**config.mk**
```make
export PLATFORM = sky130hd
export DESIGN_NAME = inext_accum_arbiter_flat
export DESIGN_NICKNAME = d
export VERILOG_FILES = /design/src/rtl/izh_pkg.sv /design/src/rtl/inext_accum_arbiter_if.sv /design/src/rtl/fixed_sat_adder.sv /design/src/rtl/inext_accum_arbiter.sv /design/src/flat_wrapper.sv
export SDC_FILE = /design/constraint.sdc
export NUM_CORES = 1
export LEC_CHECK = 0
export BUFFER_PORTS_ARGS = -buffer_cell sky130_fd_sc_hd__buf_2
export CAP_MARGIN = 30
export CORE_ASPECT_RATIO = 0.5
export CORE_MARGIN = 4
export CORE_UTILIZATION = 56
export CTS_CLUSTER_SIZE = 40
export DETAILED_ROUTE_END_ITERATION = 12
export PLACE_DENSITY = 0.93
export SETUP_SLACK_MARGIN = 0.3
export SLEW_MARGIN = 5
export SYNTH_ARGS = -nofsm -noshare
export SYNTH_HDL_FRONTEND = slang
export SYNTH_SLANG_ARGS = --single-unit
```
**constraint.sdc**
```tcl
create_clock -name clk -period 4.9 [get_ports clk]
set_clock_uncertainty 0.1 [all_clocks]
set_input_delay 0.49 -clock clk [delete_from_list [all_inputs] [get_ports clk]]
set_output_delay 0.49 -clock clk [all_outputs]
set_load 0.05 [all_outputs]
```
**src/rtl/izh_pkg.sv**
```systemverilog
// Shared definitions for the Izhikevich datapath: FSM state encoding and
// signed fixed-point width / saturation-limit helpers.
package izh_pkg;

    typedef enum logic [3:0] {
        IDLE = 4'b0001,
        RD   = 4'b0010,
        ADD  = 4'b0100,
        WR   = 4'b1000
    } state_t;

    // Data words carry NUMWIDTH as the MSB index, so the width is one more.
    function automatic int data_w(input int numwidth);
        return numwidth + 1;
    endfunction

    function automatic longint sat_max(input int numwidth);
        return (longint'(1) << numwidth) - 1;
    endfunction

    function automatic longint sat_min(input int numwidth);
        return longint'(1) << numwidth;
    endfunction

endpackage

```
**src/rtl/inext_accum_arbiter_if.sv**
```systemverilog
// Bundle between the SPU array, the i_next memory and the accumulate arbiter.
// The slave modport is the arbiter's view; master is the surrounding system.
interface inext_accum_arbiter_if
    import izh_pkg::*;
#(
    parameter int NUM_REQ  = 2,
    parameter int NUMWIDTH = 16,
    parameter int TAGBITS  = 1
);
    localparam int DW = data_w(NUMWIDTH);

    logic [NUM_REQ-1:0]         req;
    logic [NUM_REQ*TAGBITS-1:0] req_tag;
    logic [NUM_REQ*DW-1:0]      req_weight;
    logic [NUM_REQ-1:0]         ack;
    logic                       hold;
    logic                       mem_rd_en;
    logic [TAGBITS-1:0]         mem_rd_addr;
    logic [DW-1:0]              mem_rd_data;
    logic                       mem_wr_en;
    logic [TAGBITS-1:0]         mem_wr_addr;
    logic [DW-1:0]              mem_wr_data;
    logic                       busy;
    logic                       sat_flag;
    logic                       sat_clr;

    modport slave (
        input  req, req_tag, req_weight, hold, mem_rd_data, sat_clr,
        output ack, mem_rd_en, mem_rd_addr, mem_wr_en, mem_wr_addr,
               mem_wr_data, busy, sat_flag
    );

    modport master (
        output req, req_tag, req_weight, hold, mem_rd_data, sat_clr,
        input  ack, mem_rd_en, mem_rd_addr, mem_wr_en, mem_wr_addr,
               mem_wr_data, busy, sat_flag
    );

endinterface

```
**src/rtl/fixed_sat_adder.sv**
```systemverilog
// Signed two's-complement adder that clamps to the representable range
// instead of wrapping; sat reports that clamping happened.
module fixed_sat_adder
    import izh_pkg::*;
#(
    parameter int NUMWIDTH = 16
) (
    input  logic [NUMWIDTH:0] a,
    input  logic [NUMWIDTH:0] b,
    output logic [NUMWIDTH:0] sum,
    output logic              sat
);
    localparam int            DW   = data_w(NUMWIDTH);
    localparam logic [DW-1:0] MAXV = DW'(sat_max(NUMWIDTH));
    localparam logic [DW-1:0] MINV = DW'(sat_min(NUMWIDTH));

    logic [DW:0] wide_sum;

    assign wide_sum = {a[DW-1], a} + {b[DW-1], b};

    // The two top bits of the widened sum disagree exactly on overflow;
    // the extra sign bit tells which direction it went.
    always_comb begin
        sat = 1'b0;
        sum = wide_sum[DW-1:0];
        if (wide_sum[DW] != wide_sum[DW-1]) begin
            sat = 1'b1;
            sum = wide_sum[DW] ? MINV : MAXV;
        end
    end

endmodule

```
**src/rtl/inext_accum_arbiter.sv**
```systemverilog
// Round-robin arbiter that owns the i_next port and performs each SPU's
// read-add-write atomically, so same-tag updates can never interleave.
module inext_accum_arbiter
    import izh_pkg::*;
#(
    parameter int NUM_REQ  = 2,
    parameter int NUMWIDTH = 16,
    parameter int TAGBITS  = 1
) (
    input  logic                  clk,
    input  logic                  asyn_reset,
    inext_accum_arbiter_if.slave  bus
);
    localparam int                DW    = data_w(NUMWIDTH);
    localparam int                IDXW  = $clog2(NUM_REQ);
    localparam logic [IDXW:0]     NR_W  = (IDXW+1)'(NUM_REQ);
    localparam logic [IDXW-1:0]   LAST  = IDXW'(NUM_REQ - 1);

    logic [TAGBITS-1:0] tag_arr [NUM_REQ];
    logic [DW-1:0]      wt_arr  [NUM_REQ];

    generate
        for (genvar gi = 0; gi < NUM_REQ; gi++) begin : g_unpack
            assign tag_arr[gi] = bus.req_tag[gi*TAGBITS +: TAGBITS];
            assign wt_arr[gi]  = bus.req_weight[gi*DW +: DW];
        end
    endgenerate

    state_t             state_reg, state_next;
    logic [IDXW-1:0]    rr_ptr_reg, rr_ptr_next;
    logic [IDXW-1:0]    grant_idx_reg, grant_idx_next;
    logic [TAGBITS-1:0] tag_reg, tag_next;
    logic [DW-1:0]      wt_reg, wt_next;
    logic [DW-1:0]      result_reg, result_next;
    logic               sat_reg, sat_next;
    logic               sat_flag_reg, sat_flag_next;

    logic               win_found;
    logic [IDXW-1:0]    win_idx;
    logic [IDXW:0]      rr_sum;
    logic [IDXW-1:0]    rr_idx;

    logic [DW-1:0]      add_sum;
    logic               add_sat;

    logic [NUM_REQ-1:0] ack_v;
    logic               rd_en_v, wr_en_v;
    logic [TAGBITS-1:0] rd_addr_v, wr_addr_v;
    logic [DW-1:0]      wr_data_v;

    fixed_sat_adder #(.NUMWIDTH(NUMWIDTH)) u_add (
        .a   (bus.mem_rd_data),
        .b   (wt_reg),
        .sum (add_sum),
        .sat (add_sat)
    );

    // Scan from rr_ptr upward; the wrap is an explicit subtract so that
    // non-power-of-two requester counts rotate correctly.
    always_comb begin
        win_found = 1'b0;
        win_idx   = '0;
        rr_sum    = '0;
        rr_idx    = '0;
        for (int k = 0; k < NUM_REQ; k++) begin
            rr_sum = {1'b0, rr_ptr_reg} + (IDXW+1)'(k);
            if (rr_sum >= NR_W)
                rr_sum = rr_sum - NR_W;
            rr_idx = rr_sum[IDXW-1:0];
            if (!win_found && bus.req[rr_idx]) begin
                win_found = 1'b1;
                win_idx   = rr_idx;
            end
        end
    end

    always_comb begin
        state_next     = state_reg;
        rr_ptr_next    = rr_ptr_reg;
        grant_idx_next = grant_idx_reg;
        tag_next       = tag_reg;
        wt_next        = wt_reg;
        result_next    = result_reg;
        sat_next       = sat_reg;
        sat_flag_next  = sat_flag_reg;
        ack_v          = '0;
        rd_en_v        = 1'b0;
        rd_addr_v      = '0;
        wr_en_v        = 1'b0;
        wr_addr_v      = '0;
        wr_data_v      = '0;
        case (state_reg)
            IDLE: begin
                if (!bus.hold && win_found) begin
                    grant_idx_next = win_idx;
                    tag_next       = tag_arr[win_idx];
                    wt_next        = wt_arr[win_idx];
                    state_next     = RD;
                end
            end
            RD: begin
                rd_en_v    = 1'b1;
                rd_addr_v  = tag_reg;
                state_next = ADD;
            end
            ADD: begin
                result_next = add_sum;
                sat_next    = add_sat;
                state_next  = WR;
            end
            WR: begin
                wr_en_v     = 1'b1;
                wr_addr_v   = tag_reg;
                wr_data_v   = result_reg;
                ack_v       = NUM_REQ'(1) << grant_idx_reg;
                if (sat_reg)
                    sat_flag_next = 1'b1;
                rr_ptr_next = (grant_idx_reg == LAST) ? '0 : grant_idx_reg + IDXW'(1);
                state_next  = IDLE;
            end
            default: state_next = IDLE;
        endcase
        // A clear in the same cycle as a new saturation still leaves the flag low.
        if (bus.sat_clr)
            sat_flag_next = 1'b0;
    end

    always_ff @(posedge clk or posedge asyn_reset) begin
        if (asyn_reset) begin
            state_reg     <= IDLE;
            rr_ptr_reg    <= '0;
            grant_idx_reg <= '0;
            tag_reg       <= '0;
            wt_reg        <= '0;
            result_reg    <= '0;
            sat_reg       <= 1'b0;
            sat_flag_reg  <= 1'b0;
        end else begin
            state_reg     <= state_next;
            rr_ptr_reg    <= rr_ptr_next;
            grant_idx_reg <= grant_idx_next;
            tag_reg       <= tag_next;
            wt_reg        <= wt_next;
            result_reg    <= result_next;
            sat_reg       <= sat_next;
            sat_flag_reg  <= sat_flag_next;
        end
    end

    assign bus.ack         = ack_v;
    assign bus.mem_rd_en   = rd_en_v;
    assign bus.mem_rd_addr = rd_addr_v;
    assign bus.mem_wr_en   = wr_en_v;
    assign bus.mem_wr_addr = wr_addr_v;
    assign bus.mem_wr_data = wr_data_v;
    assign bus.busy        = (state_reg != IDLE);
    assign bus.sat_flag    = sat_flag_reg;

endmodule

```
**src/flat_wrapper.sv**
```systemverilog
// flat-port wrapper written by rule: the top's interface ports become plain ports
module inext_accum_arbiter_flat import izh_pkg::*;
#(
    parameter int NUM_REQ  = 2,
    parameter int NUMWIDTH = 16,
    parameter int TAGBITS  = 1
)
  (clk, asyn_reset, bus_req, bus_req_tag, bus_req_weight, bus_hold, bus_mem_rd_data, bus_sat_clr, bus_ack, bus_mem_rd_en, bus_mem_rd_addr, bus_mem_wr_en, bus_mem_wr_addr, bus_mem_wr_data, bus_busy, bus_sat_flag);
  inext_accum_arbiter_if #(.NUM_REQ(NUM_REQ), .NUMWIDTH(NUMWIDTH), .TAGBITS(TAGBITS)) bus_i ();
  input  logic clk;
  input  logic asyn_reset;
  input wire logic [$bits(bus_i.req)-1:0] bus_req;
  input wire logic [$bits(bus_i.req_tag)-1:0] bus_req_tag;
  input wire logic [$bits(bus_i.req_weight)-1:0] bus_req_weight;
  input wire logic [$bits(bus_i.hold)-1:0] bus_hold;
  input wire logic [$bits(bus_i.mem_rd_data)-1:0] bus_mem_rd_data;
  input wire logic [$bits(bus_i.sat_clr)-1:0] bus_sat_clr;
  output wire logic [$bits(bus_i.ack)-1:0] bus_ack;
  output wire logic [$bits(bus_i.mem_rd_en)-1:0] bus_mem_rd_en;
  output wire logic [$bits(bus_i.mem_rd_addr)-1:0] bus_mem_rd_addr;
  output wire logic [$bits(bus_i.mem_wr_en)-1:0] bus_mem_wr_en;
  output wire logic [$bits(bus_i.mem_wr_addr)-1:0] bus_mem_wr_addr;
  output wire logic [$bits(bus_i.mem_wr_data)-1:0] bus_mem_wr_data;
  output wire logic [$bits(bus_i.busy)-1:0] bus_busy;
  output wire logic [$bits(bus_i.sat_flag)-1:0] bus_sat_flag;
  assign bus_i.req = bus_req;
  assign bus_i.req_tag = bus_req_tag;
  assign bus_i.req_weight = bus_req_weight;
  assign bus_i.hold = bus_hold;
  assign bus_i.mem_rd_data = bus_mem_rd_data;
  assign bus_i.sat_clr = bus_sat_clr;
  assign bus_ack = bus_i.ack;
  assign bus_mem_rd_en = bus_i.mem_rd_en;
  assign bus_mem_rd_addr = bus_i.mem_rd_addr;
  assign bus_mem_wr_en = bus_i.mem_wr_en;
  assign bus_mem_wr_addr = bus_i.mem_wr_addr;
  assign bus_mem_wr_data = bus_i.mem_wr_data;
  assign bus_busy = bus_i.busy;
  assign bus_sat_flag = bus_i.sat_flag;
  inext_accum_arbiter #(.NUM_REQ(NUM_REQ), .NUMWIDTH(NUMWIDTH), .TAGBITS(TAGBITS)) u_core (.clk(clk), .asyn_reset(asyn_reset), .bus(bus_i));
endmodule
```
* After elaboration in Yosys (flattened, before gate mapping)
Index checks and enable logic that the tools add are counted.
** Word-level totals
- Input bits :: 59
- Output and inout bits :: 25
- Word-level logic and storage cells :: 66
- Register bits :: 43
** Operators by class
- Equal/unequal tests :: 7
- Bitwise logic cells :: 1
- Add/sub/neg operators :: 5
- Magnitude comparators :: 5
- Shift operators :: 1
- Reduce and logical (&&, ||, !) cells :: 8
- Multiplexer cells :: 31
** Operators by type and width (number)
- $mux W17 :: 6
- $mux W1 :: 22
- $add A17 B17 Y18 :: 1
- $pmux W4 S3 :: 1
- $eq A4 B1 Y1 const B :: 1
- $eq A4 B2 Y1 const B :: 1
- $eq A4 B3 Y1 const B :: 1
- $eq A4 B4 Y1 const B :: 1
- $ge A2 B2 Y1 const B :: 2
- $lt A1 B2 Y1 const B :: 2
- $mux W4 :: 1
- $ne A4 B1 Y1 const B :: 1
- $reduce_and A2 Y1 :: 2
- $reduce_bool A2 Y1 :: 2
- $add A1 B1 Y2 const B :: 1
- $ge A1 B2 Y1 const B :: 1
- $logic_and A1 B1 Y1 :: 2
- $logic_not A1 Y1 :: 2
- $mux W2 :: 1
- $ne A2 B1 Y1 const B :: 1
- $not A1 Y2 :: 1
- $shl A1 B1 Y2 const A :: 1
- $sub A1 B1 Y1 const B :: 2
- $add A1 B1 Y1 const B :: 1
- $ne A1 B1 Y1 :: 1

* Depth between registers and ports, before layout
Gate-level depths: netlist of run 1.
- Word-level depth :: 12
- Gate-level depth with buffers :: 11
- Mapped depth without buffers :: 10

* Cells and area by module
Synthesis of run 1 repeated with hierarchy kept, for this count alone.
** Unflattened totals
- Cell total of the unflattened synthesis :: 315
- Area total of the unflattened synthesis :: 3009.1 µm²
** Modules (own cells, without submodules)
- inext_accum_arbiter :: cells each 188, times used 1, area an instance 2067.0 µm², sequential area each 1077.3 µm²
- fixed_sat_adder :: cells each 127, times used 1, area an instance 942.2 µm², sequential area each 0.0 µm²

* Least setup slack after synthesis of run 1
No wires, ideal clock.
- Kind :: input-to-reg
- Start point :: in bus_mem_rd_data[10]
- End point :: reg u_core.result_reg[10]
- Slack :: 2205 ps
- Path buffers :: 2
- Setup time :: 123 ps
- Required time :: 4677 ps
- Data arrival time :: 2472 ps
- Stages on the path :: 10
- Cells stage by stage :: ha_1 buf_6 a21o_1 a31oi_2 o21ai_1 a2111o_1 a22oi_2 o21ai_2 buf_6 o221a_1
** Between the ends
- Word-level cells in the longest chain between the ends :: 3
- Elaborated cells between the ends (all ways) :: 4
- Classes of those cells :: add/sub: 1; eq/ne: 1; mux: 2
** RTL lines
- from (decl) :: RTL line flat_wrapper.sv:16 : input wire logic [$bits(bus_i.mem_rd_data)-1:0] bus_mem_rd_data;
- $add A17 B17 Y18 * :: RTL line fixed_sat_adder.sv:19 : assign wide_sum = {a[DW-1], a} + {b[DW-1], b};
- $mux W17 or $ne A1 B1 Y1 (tied branches) :: RTL line fixed_sat_adder.sv:28, fixed_sat_adder.sv:26
- $mux W17 * :: RTL line fixed_sat_adder.sv:26 : if (wide_sum[DW] != wide_sum[DW-1]) begin
- to (signal assigned) :: RTL line inext_accum_arbiter.sv:144 : result_reg <= result_next;
- to (decl) :: RTL line inext_accum_arbiter.sv:34 : logic [DW-1:0] result_reg, result_next;
Mark *: on every way between the ends. The rest lies on a longest branch, timed or not.
A chain may end at the register's enable or synchronous reset.

* Final worst setup path of run 1
- Start point :: reg u_core.wt_reg[0]
- End point :: reg u_core.result_reg[2]
** Between the ends
- Word-level cells in the longest chain between the ends :: 3
- Elaborated cells between the ends (all ways) :: 4
- Classes of those cells :: add/sub: 1; eq/ne: 1; mux: 2
** RTL lines
- from (decl) :: RTL line inext_accum_arbiter.sv:33 : logic [DW-1:0] wt_reg, wt_next;
- from (signal assigned) :: RTL line inext_accum_arbiter.sv:143 : wt_reg <= wt_next;
- $add A17 B17 Y18 * :: RTL line fixed_sat_adder.sv:19
- $mux W17 or $ne A1 B1 Y1 (tied branches) :: RTL line fixed_sat_adder.sv:28, fixed_sat_adder.sv:26
- $mux W17 * :: RTL line fixed_sat_adder.sv:26
Marked as above.

==> results of run 1 <==
how the worst max path moves through the flow:
stage                              startpoint               endpoint  slack, ns  cells past startpoint
after floorplan           bus_mem_rd_data[10]  u_core.result_reg[10]       2.21                     10
after global placement    bus_mem_rd_data[10]  u_core.result_reg[13]       1.98                      9
after detailed placement   bus_mem_rd_data[0]   u_core.result_reg[2]       1.85                     11
after CTS                    u_core.wt_reg[0]   u_core.result_reg[2]       2.02                     10
after global routing         u_core.wt_reg[0]  u_core.result_reg[13]       1.81                     10
final                        u_core.wt_reg[0]   u_core.result_reg[2]       1.99                     10
metrics by stage:
step | setup WS [ns] | power [mW] | instance area [um2] | instances | utilization (%)
2_1_floorplan | 2.21 | 1.46 | 2850 | 301 | -
3_3_place_gp | 1.98 | 1.69 | 3330 | 444 | 67.6
3_5_place_dp | 1.85 | 1.74 | 3350 | 445 | 67.9
4_1_cts | 2.02 | 2.02 | 3450 | 453 | 70.0
5_1_grt | 1.81 | 2.18 | 3450 | 453 | 70.0
6_report | 1.99 | 2.05 | 3450 | 453 | 70.0
logic make-up after synthesis:
| group | Yosys count | synth area share, % |
|---|---|---|
| AO/OA/AOI/OAI | 95 | 23.0 |
| AND/OR/NAND/NOR | 82 | 15.2 |
| buffers and inverters | 29 | 4.56 |
| flip-flops | 43 | 37.8 |
| adder cells (fa/ha/maj) | 18 | 8.16 |
| XOR/XNOR | 15 | 4.61 |
| multiplexers | 19 | 6.67 |
report_power, final:
| part | leakage [nW] | switching, mW | total, mW | internal [mW] |
|---|---|---|---|---|
| Clock | 0.0524 | 0.121 | 0.273 | 0.153 |
| Combinational | 1.16 | 0.670 | 1.15 | 0.476 |
| Sequential | 0.498 | 0.110 | 0.629 | 0.519 |
| Total | 1.71 | 0.901 | 2.05 | 1.15 |
cells in the final DEF (no fill, tap or decap), types with 3 or more instances in the layout:
master	n
nor3_1	4
o22ai_1	5
o21bai_1	3
o21ai_0	10
xnor2_1	12
xor2_1	3
nand3_1	4
a21o_1	4
mux2i_1	19
a31oi_1	3
a21oi_1	37
and2_1	22
dfrtp_1	42
a211oi_1	3
nand2_1	3
inv_1	15
buf_2	83
o221a_1	10
buf_4	4
nor2_1	34
clkbuf_8	5
o21a_1	4
ha_1	17
per-layer routing:
layer  GRT usage [%]  wire, um  up-vias
met3            4.60       671       16
li1                -         -     1256
met4            5.22       114        0
met2            36.8      3250      122
met5               0         0        -
met1            33.7      3180     1197
cells in the mapped netlist (all sizes together) (5+ instances only):
| cell type | n | area (um2) |
|---|---|---|
| a21oi | 37 | 185 |
| o22ai | 5 | 31.3 |
| dfrtp | 42 | 1050 |
| o221a | 11 | 124 |
| and2 | 22 | 138 |
| buf | 8 | 51.3 |
| o21ai | 15 | 90.1 |
| xnor2 | 12 | 105 |
| ha | 17 | 213 |
| inv | 15 | 56.3 |
| clkbuf | 6 | 22.5 |
| mux2i | 19 | 190 |
| nor2 | 34 | 128 |
| nor3 | 5 | 25.0 |
area by class of cell:
type	instances	area (um2)	share of cell area [%]
Clock buffer	7	76.3	2.21
Inverter	15	56.3	1.63
Multi-Input combinational cell	229	1670	48.2
Tap cell	70	87.6	2.54
Sequential cell	43	1080	31.2
Clock inverter	1	30.0	0.869
Timing Repair Buffer	88	460	13.3
worst register-to-register path: cells and delay by family (launching register included):
kind | cells | cell delay, ns
XOR/XNOR | 1 | 0.21
buffers and inverters | 1 | 0.07
flip-flops | 1 | 0.38
adder cells (fa/ha/maj) | 2 | 0.61
AND/OR/NAND/NOR | 2 | 0.51
AO/OA/AOI/OAI | 4 | 0.92
==> summary.txt, run 1 <==
Run status
  • Status: complete, but fails checks
  • Failing checks: DRC

Synthesis
  • Syn. warnings: 0
  • Syn Std Cell Area: 2850 um2
  • Cells after Synth: 301
  • Syn_nets: 378
  • Syn_area_per_cell: 9.47 um2
  • Post-synth ARST share: 100%
  • Post-synth EDFFs: 0
  • Sequential cell area fraction in the yosys report: 37.8%
  • Distinct cells, synth: 49
  • FF+latch count, synth: 43
  • Synth Flop Type: dfrtp_1

STA
  • Final period util: 59.3%
  • RSZ-0062 raised after global routing: no
  • Fmax: 0.344 GHz
  • Final Slew Violations: 0
  • Slew headroom: 52.0%
  • Slew @ Worst Pin: 0.720 ns
  • Tmin final: 2.91 ns
  • Hold_ws: 0.206 ns
  • # setup viols final: 0
  • Final hold violations: 0
  • Setup TNS: 0 ns

Critical path
  • Kind of critical path: flop to flop
  • CP top delay family: compound AO/OA/AOI/OAI gates
  • Crit-path max cell delay: 0.40 ns
  • Worst-path maximum fanout: 11
  • Worst-path cell chain: ha_1 -> inv_1 -> fa_1 -> nor2b_1 -> o31a_1 -> o21ai_4 -> o211ai_2 -> xnor2_1 -> nand3_1 -> o221a_1
  • R2r setup slk: 1.99 ns
  • Worst Reg2Reg Path Length in Cells: 10
  • Worst R2R Start: u_core.wt_reg[0]
  • R2r endpoint: u_core.result_reg[2]
  • Startpoint Class: flop
  • Slowest cell on crit path: fa_1
  • Crit. End Element: flop
  • CP bufs+invs: 1
  • Critical path data required time: 4.98 ns
  • WP data arrival: 2.99 ns

CTS
  • Post-CTS setup buffers: 0
  • Hold-fix buffers, CTS: 0
  • Clk_lat worst skew: 0.29 ns
  • CTS Root Cell: clkbuf_8
  • Clk sinks: 43
  • Reg clk slew, reported paths: 0.08 ns
  • CTS H-tree depth: 2
  • Total CTS buffers: 5
  • Bufs on Longest Clock Path: 2
  • PostCTS Resize Cnt: 0
  • CTS tree: yes

Die
  • Full die area: 6360 um2
  • Core area: 4930 um2
  • Initial Util: 57.8%
  • Die Y: 58.4 um
  • # IOs: 84
  • Row count: 18
  • Chip width: 109 um

Job
  • Max Cap Viol: 0

Placed design
  • Dpl hpwl: 5.65 mm
  • GPL Wtd Cong: 0.943
  • Buffers added on ports: 83

Detailed routing
  • Via density: 5.72
  • Total routed wirelength: 7.21 mm
  • Routed len/inst: 15.9 um
  • Routed Antenna Nets: 0
  • TritonRoute pass-1 iters: 11
  • Vias post-DR: 2591
  • DRC errors left: 1
  • Drt initial violations: 184

Finish
  • Share of cells above drive strength 1: 27.9%
  • FILL cells: 378
  • P&R area growth vs syn: 21.2%
  • Fin nets: 459
  • Ant. Diodes: 0

Global routing
  • Vias in the first global route: 2397
  • GRT Total Usage: 23.4%
  • Largest net degree at the start of global routing: 44
  • Initial antenna violation count: 0
  • Global-route wire length before repair: 11.6 mm
  • Gr ovfl total: 0

Power and ir drop
  • Leak pwr: 1.71 nW
  • Max IR drop VDD: 0.301 mV
  • PwrDens: 593 nW/um2

Hold path
  • Worst hold path type: input pin to asynchronous set/reset pin
Power figures use the tool's default switching activity.
==> run 2, diff against run 1 <==
--- a/config.mk
+++ b/config.mk
@@ -9,10 +9,10 @@
 export CAP_MARGIN = 30
 export CORE_ASPECT_RATIO = 0.5
 export CORE_MARGIN = 4
-export CORE_UTILIZATION = 56
+export CORE_UTILIZATION = 52
 export CTS_CLUSTER_SIZE = 40
 export DETAILED_ROUTE_END_ITERATION = 12
-export PLACE_DENSITY = 0.93
+export PLACE_DENSITY = 0.87
 export SETUP_SLACK_MARGIN = 0.3
 export SLEW_MARGIN = 5
 export SYNTH_ARGS = -nofsm -noshare
==> constraint.sdc (replaced) <==
create_clock -name clk -period 3 [get_ports clk]
set_clock_uncertainty 0.1 [all_clocks]
set_input_delay 0.3 -clock clk [delete_from_list [all_inputs] [get_ports clk]]
set_output_delay 0.3 -clock clk [all_outputs]
set_load 0.05 [all_outputs]
==> run 2 against run 1 <==
The flow now finishes without violations. Wire length grew 4.6%. Critical path depth down 3. Non-clock buffer count rose by 10. Sequential power is 67% higher. Cell count is 2.4% higher. Sequential share of layout area shrank 1.8 points. Via count grew 2.4%. First-iteration DRC count shrank 35%. Clock power grew 73%. Worst hold slack worse by 0.17 ns. Critical endpoint is now u_core.result_reg[13]. Largest cell class unchanged.
==> summary.txt, run 2 (synthesis results as in run 1) <==
Run status
  • Status: finished clean (was complete, but fails checks)

Finish
  • Layout Cells excl Fill: 464 (was 453)
  • Most frequent cells in the layout: 83 x buf_2, 42 x dfrtp_1, 36 x a21oi_1 (was 83 x buf_2, 42 x dfrtp_1, 37 x a21oi_1)
  • Most common cell after layout, fill and taps aside: buf_2 (unchanged)
  • Fin nets: 470 (was 459)
  • Ant. Diodes: 0 (unchanged)
  • P&R area growth vs syn: 28.5% (was 21.2%)
  • Share of cells above drive strength 1: 33.2% (was 27.9%)
  • FILL cells: 382 (was 378)

Power and ir drop
  • Design internal power: 2.05 mW (was 1.15 mW)
  • PwrDens: 993 nW/um2 (was 593 nW/um2)
  • Leak pwr: 1.78 nW (was 1.71 nW)
  • Sw Ratio: 43.7% (was 44.0%)
  • Clock power frac: 13.0% (was 13.3%)
  • Reg power frac: 28.9% (was 30.7%)
  • Logic pwr share: 58.1% (was 56.0%)
  • Max IR drop VDD: 0.537 mV (was 0.301 mV)
  • Switch Pwr: 1.59 mW (was 0.901 mW)

STA
  • Setup TNS: 0 ns (unchanged)
  • # setup viols final: 0 (unchanged)
  • Fmax: 0.388 GHz (was 0.344 GHz)
  • Slew @ Worst Pin: 0.559 ns (was 0.720 ns)
  • Final Slew Violations: 0 (unchanged)
  • Final hold violations: 0 (unchanged)
  • RSZ-0062 raised after global routing: no (unchanged)
  • Final period util: 85.9% (was 59.3%)
  • Slew headroom: 62.7% (was 52.0%)
  • Tmin final: 2.58 ns (was 2.91 ns)

Hold path
  • Worst hold start: bus_sat_clr
  • Worst hold path type: input pin to flop (was input pin to asynchronous set/reset pin)
  • Hold Crit Depth: 2
  • Worst Hold End: u_core.bus.sat_flag

Critical path
  • Worst Reg2Reg Path Length in Cells: 7 (was 10)
  • R2r setup slk: 0.42 ns (was 1.99 ns)
  • Worst R2R Start: u_core.wt_reg[4] (was u_core.wt_reg[0])
  • Kind of critical path: flop to flop (unchanged)
  • WP data arrival: 2.67 ns (was 2.99 ns)
  • Crit. End Element: flop (unchanged)
  • Startpoint Class: flop (unchanged)
  • Critical path origin: u_core.wt_reg[4] (was u_core.wt_reg[0])
  • R2r endpoint: u_core.result_reg[13] (was u_core.result_reg[2])
  • Worst-path maximum fanout: 6 (was 11)
  • Critical path data required time: 3.09 ns (was 4.98 ns)

CTS
  • CTS Root Cell: clkbuf_8 (unchanged)
  • Total CTS buffers: 5 (unchanged)
  • CTS tree: yes (unchanged)
  • Bufs on Longest Clock Path: 2 (unchanged)
  • Clk sinks: 43 (unchanged)
  • Clk_lat worst skew: 0.30 ns (was 0.29 ns)
  • Reg clk slew, reported paths: 0.08 ns (about the same)
  • CTS H-tree depth: 2 (unchanged)

Detailed routing
  • Drt initial violations: 119 (was 184)
  • Uppermost layer routed: met4 (unchanged)
  • TritonRoute pass-1 iters: 4 (was 11)
  • Via density: 5.72 (about the same)
  • Met2 WL post-DR: 3.46 mm (was 3.25 mm)
  • M1 WL: 3.46 mm (was 3.18 mm)
  • DRC errors left: 0 (was 1)
  • Vias post-DR: 2654 (was 2591)
  • Routed Antenna Nets: 0 (unchanged)
  • Total routed wirelength: 7.54 mm (was 7.21 mm)
  • Routed len/inst: 16.3 um (was 15.9 um)
  • Met3 WL: 558 um (was 671 um)

Placed design
  • Buffers added on ports: 83 (unchanged)
  • Placed Instances: 447 (was 445)
  • Dpl hpwl: 5.77 mm (was 5.65 mm)
  • GPL Wtd Cong: 0.892 (was 0.943)

Global routing
  • Largest net degree at the start of global routing: 40 (was 44)
  • Vias in the first global route: 2487 (was 2397)
  • Gr ovfl total: 0 (unchanged)
  • Initial antenna violation count: 0 (unchanged)
  • Global-route wire length before repair: 11.8 mm (was 11.6 mm)
  • GRT Total Usage: 22.2% (was 23.4%)

Die
  • Full die area: 6800 um2 (was 6360 um2)
  • Row count: 18 (unchanged)
  • Chip width: 113 um (was 109 um)
  • Core area: 5110 um2 (was 4930 um2)
  • Die Y: 60.4 um (was 58.4 um)
  • Initial Util: 55.8% (was 57.8%)
  • # IOs: 84 (unchanged)

Job
  • Max Cap Viol: 0 (unchanged)
## run 2: power groups by stage
stage | Combinational [mW] | Clock [mW] | Sequential, mW
5_1_grt | 2.30 | 0.504 | 1.08
2_1_floorplan | 1.43 | 0 | 0.961
3_3_place_gp | 1.75 | 0 | 1.03
4_1_cts | 1.90 | 0.473 | 1.04
6_report | 2.12 | 0.472 | 1.05
3_5_place_dp | 1.82 | 0 | 1.05
## run 2: cell type report
cell class,instances,area (um2),area share [%]
clock buffers,6,82.6,2.25
inverters,15,56.3,1.54
flip-flops and latches,43,1080,29.4
multi-input cells,230,1770,48.3
well taps,70,87.6,2.39
clock inverters,2,35.0,0.956
repair buffers,98,554,15.1
## run 2: stage by stage
stage	util [%]	power (mW)	instance area, um2	setup WS (ns)	hold slack (ns)
CTS	69.4	3.41	3550	0.327	0.0412
detailed placement	66.0	2.87	3380	0.120	0.144
finish	71.7	3.64	3660	0.424	0.0396
global route	71.7	3.88	3660	0.304	0.0471
global placement	65.5	2.79	3350	0.247	0.353
floorplan	-	2.39	2850	0.444	0.266
## run 2: how the worst max path moves through the flow
stage,to,cells past startpoint
2_1_floorplan,u_core.result_reg[10],10
3_3_place_gp,u_core.result_reg[13],9
3_5_place_dp,u_core.result_reg[13],9
4_1_cts,u_core.result_reg[13],9
5_1_grt,u_core.result_reg[13],8
6_report,u_core.result_reg[13],7
## run 2: repair_timing
item | CTS | global route
pin swaps | 2 | 8
setup endpoints to repair | 11 | 16
gates resized for setup | 6 | 13
hold buffers | 1 | 0
cloned | 0 | 1
setup buffers | 1 | 6
endpoints found under the hold margin | 5 | 0
## run 2: layer usage
layer	vias to the layer above	track usage, %
met2	89	36.1
met3	10	4.18
met1	1270	31.3
met4	0	5.48
met5	-	0
li1	1285	-
## run 2: worst max-delay path, stage by stage (launching register included)
cell and delay (ns):
dfrtp_1 0.40, ha_1 0.23, or4_1 0.59, o21ai_4 0.27, o211ai_4 0.15, xnor2_4 0.32
o21ai_4 0.13, o221a_2 0.27
==> run 3, diff against run 2 <==
--- a/config.mk
+++ b/config.mk
@@ -9,12 +9,13 @@
 export CAP_MARGIN = 30
 export CORE_ASPECT_RATIO = 0.5
 export CORE_MARGIN = 4
-export CORE_UTILIZATION = 52
+export CORE_UTILIZATION = 53
 export CTS_CLUSTER_SIZE = 40
 export DETAILED_ROUTE_END_ITERATION = 12
-export PLACE_DENSITY = 0.87
+export PLACE_DENSITY = 0.88
 export SETUP_SLACK_MARGIN = 0.3
 export SLEW_MARGIN = 5
 export SYNTH_ARGS = -nofsm -noshare
 export SYNTH_HDL_FRONTEND = slang
+export SYNTH_HIERARCHICAL = 1
 export SYNTH_SLANG_ARGS = --single-unit
==> run 3 against run 2 <==
The run now ends with hold timing left. Clock-buffer cell count is the same. Combinational power grew 20%. Flip-flop and latch count is the same. Maximum frequency shrank 12%. Cell area grew 5.4%. Sequential power shrank 4%. First-iteration DRC count shrank 1.7%. Total power grew 13%. Via count grew 2.8%. Critical endpoint is now u_core/result_reg[6]. Largest cell class unchanged.
==> summary.txt, run 3 <==
Run status
  • Status: complete, but fails checks (was finished clean)
  • Failing checks: hold timing

Synthesis
  • Cells after Synth: 315 (was 301)
  • FF+latch count, synth: 43 (unchanged)
  • Syn. warnings: 6 (was 0)
  • Post-synth top area cell: dfrtp_1 (unchanged)
  • Syn_area_per_cell: 9.55 um2 (was 9.47 um2)
  • Synth top area share: 34.9% (was 36.9%)
  • Ranking of synthesized cells by area: dfrtp_1 35%, ha_1 7.1%, mux2_2 6.7% (was dfrtp_1 37%, ha_1 7.5%, mux2i_1 6.7%)
  • List of most frequent post-synthesis cells: 42 x dfrtp_1, 36 x a21oi_1, 23 x o21ai_0 (was 42 x dfrtp_1, 37 x a21oi_1, 34 x nor2_1)
  • Sequential cell area fraction in the yosys report: 35.8% (was 37.8%)
  • Synth Flop Type: dfrtp_1 (unchanged)
  • Syn_nets: 392 (was 378)
  • Distinct cells, synth: 50 (was 49)
  • Post-synth ARST share: 100% (unchanged)
  • Syn Std Cell Area: 3010 um2 (was 2850 um2)
  • Most frequent cell after synthesis: dfrtp_1 (unchanged)
  • Post-synth EDFFs: 0 (unchanged)

STA
  • RSZ-0062 raised after global routing: yes (was no)
  • Fmax: 0.342 GHz (was 0.388 GHz)
  • Final Slew Violations: 0 (unchanged)
  • Tmin final: 2.93 ns (was 2.58 ns)
  • Slew headroom: 52.6% (was 62.7%)
  • Slew @ Worst Pin: 0.709 ns (was 0.559 ns)
  • Hold_ws: -0.0256 ns (was 0.0396 ns)
  • Final worst slack: 0.0750 ns (was 0.424 ns)
  • # setup viols final: 0 (unchanged)
  • Final period util: 97.5% (was 85.9%)
  • Final hold violations: 16 (was 0)

Global routing
  • Gr ovfl total: 0 (unchanged)
  • Grt peak-use layer: met2 (unchanged)
  • Initial antenna violation count: 0 (unchanged)
  • Global-route wire length before repair: 12.3 mm (was 11.8 mm)
  • Met3 GRT Util: 4.71% (was 4.18%)
  • GRT Total Usage: 22.5% (was 22.2%)
  • Largest net degree at the start of global routing: 28 (was 40)
  • Vias in the first global route: 2519 (was 2487)
  • Met2 Usage GRT: 36.7% (was 36.1%)
  • Global routing met1 resource utilization: 31.0% (was 31.3%)

Job
  • Max Cap Viol: 0 (unchanged)

CTS
  • Reg clk slew, reported paths: 0.06 ns (was 0.08 ns)
  • Clk_lat worst skew: 0.29 ns (was 0.30 ns)
  • Total CTS buffers: 5 (unchanged)
  • Hold-fix buffers, CTS: 0 (was 1)
  • Bufs on Longest Clock Path: 2 (unchanged)
  • CTS H-tree depth: 2 (unchanged)
  • Clk sinks: 43 (unchanged)
  • CTS tree: yes (unchanged)
  • CTS Root Cell: clkbuf_16 (was clkbuf_8)

Detailed routing
  • Vias post-DR: 2728 (was 2654)
  • Routed len/inst: 17.0 um (was 16.3 um)
  • TritonRoute pass-1 iters: 5 (was 4)
  • Via density: 5.70 (was 5.72)
  • DRC errors left: 0 (unchanged)
  • Drt initial violations: 117 (was 119)
  • Routed Antenna Nets: 0 (unchanged)
  • Total routed wirelength: 8.14 mm (was 7.54 mm)

Critical path
  • Crit-path max cell delay: 0.51 ns (was 0.59 ns)
  • R2r endpoint: u_core/result_reg[6] (was u_core.result_reg[13])
  • Critical path data required time: 3.12 ns (was 3.09 ns)
  • Worst-path cell chain: ha_2 -> inv_2 -> fa_2 -> nor2b_4 -> o31a_1 -> a2bb2oi_4 -> a21o_1 -> a211oi_4 -> buf_4 -> nand2_4 -> o21ai_1 -> mux2_2 (was ha_1 -> or4_1 -> o21ai_4 -> o211ai_4 -> xnor2_4 -> o21ai_4 -> o221a_2)
  • Worst R2R Start: u_core/wt_reg[0] (was u_core.wt_reg[4])
  • Startpoint Class: flop (unchanged)
  • Worst-path maximum fanout: 10 (was 6)
  • Crit. End Element: flop (unchanged)
  • CP top delay family: compound AO/OA/AOI/OAI gates (unchanged)
  • Slowest cell on crit path: a211oi_4 (was or4_1)
  • CP bufs+invs: 2 (was 0)
  • R2r setup slk: 0.07 ns (was 0.42 ns)
  • Kind of critical path: flop to flop (unchanged)
  • Worst Reg2Reg Path Length in Cells: 12 (was 7)
  • WP data arrival: 3.05 ns (was 2.67 ns)

Hold path
  • Worst hold path type: input pin to asynchronous set/reset pin (was input pin to flop)

Finish
  • Fin nets: 482 (was 470)
  • Most frequent cells in the layout: 83 x buf_2, 42 x dfrtp_1, 31 x a21oi_1 (was 83 x buf_2, 42 x dfrtp_1, 36 x a21oi_1)
  • FILL cells: 428 (was 382)
  • Final Util: 70.3% (was 71.7%)
  • P&R area growth vs syn: 28.4% (was 28.5%)
  • Ant. Diodes: 0 (unchanged)
  • Most common cell after layout, fill and taps aside: buf_2 (unchanged)
  • Post-route cell area: 3860 um2 (was 3660 um2)
  • Share of cells above drive strength 1: 40.4% (was 33.2%)

Placed design
  • GPL Wtd Cong: 0.840 (was 0.892)
  • Pre-CTS setup slack: 0.0206 ns (was 0.120 ns)
  • Area after DPL: 3490 um2 (was 3380 um2)
  • Buffers added on ports: 83 (unchanged)
  • Dpl hpwl: 5.57 mm (was 5.77 mm)

Die
  • Die Y: 61.3 um (was 60.4 um)
  • Row count: 19 (was 18)
  • Chip width: 115 um (was 113 um)
  • # IOs: 84 (unchanged)
  • Full die area: 7020 um2 (was 6800 um2)
  • Core area: 5490 um2 (was 5110 um2)
  • Initial Util: 54.8% (was 55.8%)

Power and ir drop
  • Total power: 4.10 mW (was 3.64 mW)
  • Max IR drop VDD: 0.482 mV (was 0.537 mV)
  • Leak pwr: 1.80 nW (was 1.78 nW)
  • PwrDens: 1060 nW/um2 (was 993 nW/um2)
==> run 3: power breakdown <==
group | leakage (nW) | switching, mW | total, mW | internal, mW
Combinational | 1.20 | 1.36 | 2.54 | 1.18
Sequential | 0.525 | 0.187 | 1.01 | 0.824
Clock | 0.0731 | 0.223 | 0.555 | 0.332
Total | 1.80 | 1.77 | 4.10 | 2.33
==> run 3: metal layers <==
layer  up-vias  wire [um]
met5         -          0
met4         0        154
met3        17        579
met2       110       3830
met1      1264       3580
li1       1337          -
==> run 3: cell type report <==
| type | instances | area (um2) | share of cell area [%] |
|---|---|---|---|
| Timing Repair Buffer | 102 | 562 | 14.5 |
| Clock inverter | 2 | 16.3 | 0.421 |
| Clock buffer | 6 | 139 | 3.60 |
| Multi-Input combinational cell | 243 | 1940 | 50.2 |
| Sequential cell | 43 | 1080 | 27.9 |
| Inverter | 10 | 37.5 | 0.972 |
| Tap cell | 73 | 91.3 | 2.36 |
==> run 3: through the flow <==
step / instances / setup TNS [ns]
3_3_place_gp: 459 / 0
5_1_grt: 479 / -0.00146
4_1_cts: 474 / 0
2_1_floorplan: 315 / 0
6_report: 479 / 0
3_5_place_dp: 459 / 0
==> run 3: worst max-delay path by stage <==
stage,from,endpoint,depth (start not counted)
after global placement,bus_mem_rd_data[0],u_core/result_reg[1],12
after global routing,u_core/wt_reg[11],u_core/result_reg[6],9
final,u_core/wt_reg[0],u_core/result_reg[6],12
after detailed placement,bus_mem_rd_data[0],u_core/result_reg[12],12
after floorplan,u_core/wt_reg[0],u_core/result_reg[10],10
after CTS,u_core/wt_reg[0],u_core/result_reg[7],11
==> run 3: what timing repair did <==
item | 4_1_cts | 5_1_grt
setup endpoints to repair | 17 | 18
buffers inserted | 7 | 5
cloned | 0 | 0
pin swaps | 7 | 13
resized for setup | 10 | 23
==> run 3: cells by family (layout without fill, tap and decap cells) <==
logic type,Yosys count,in the layout,share of synthesized area [%]
flops,43,43,35.8
buf+inv,29,120,4.70
simple gates,78,78,17.0
fa+ha+maj,23,23,9.40
mux,19,19,7.11
xor+xnor,14,14,4.07
compound gates,109,109,21.9
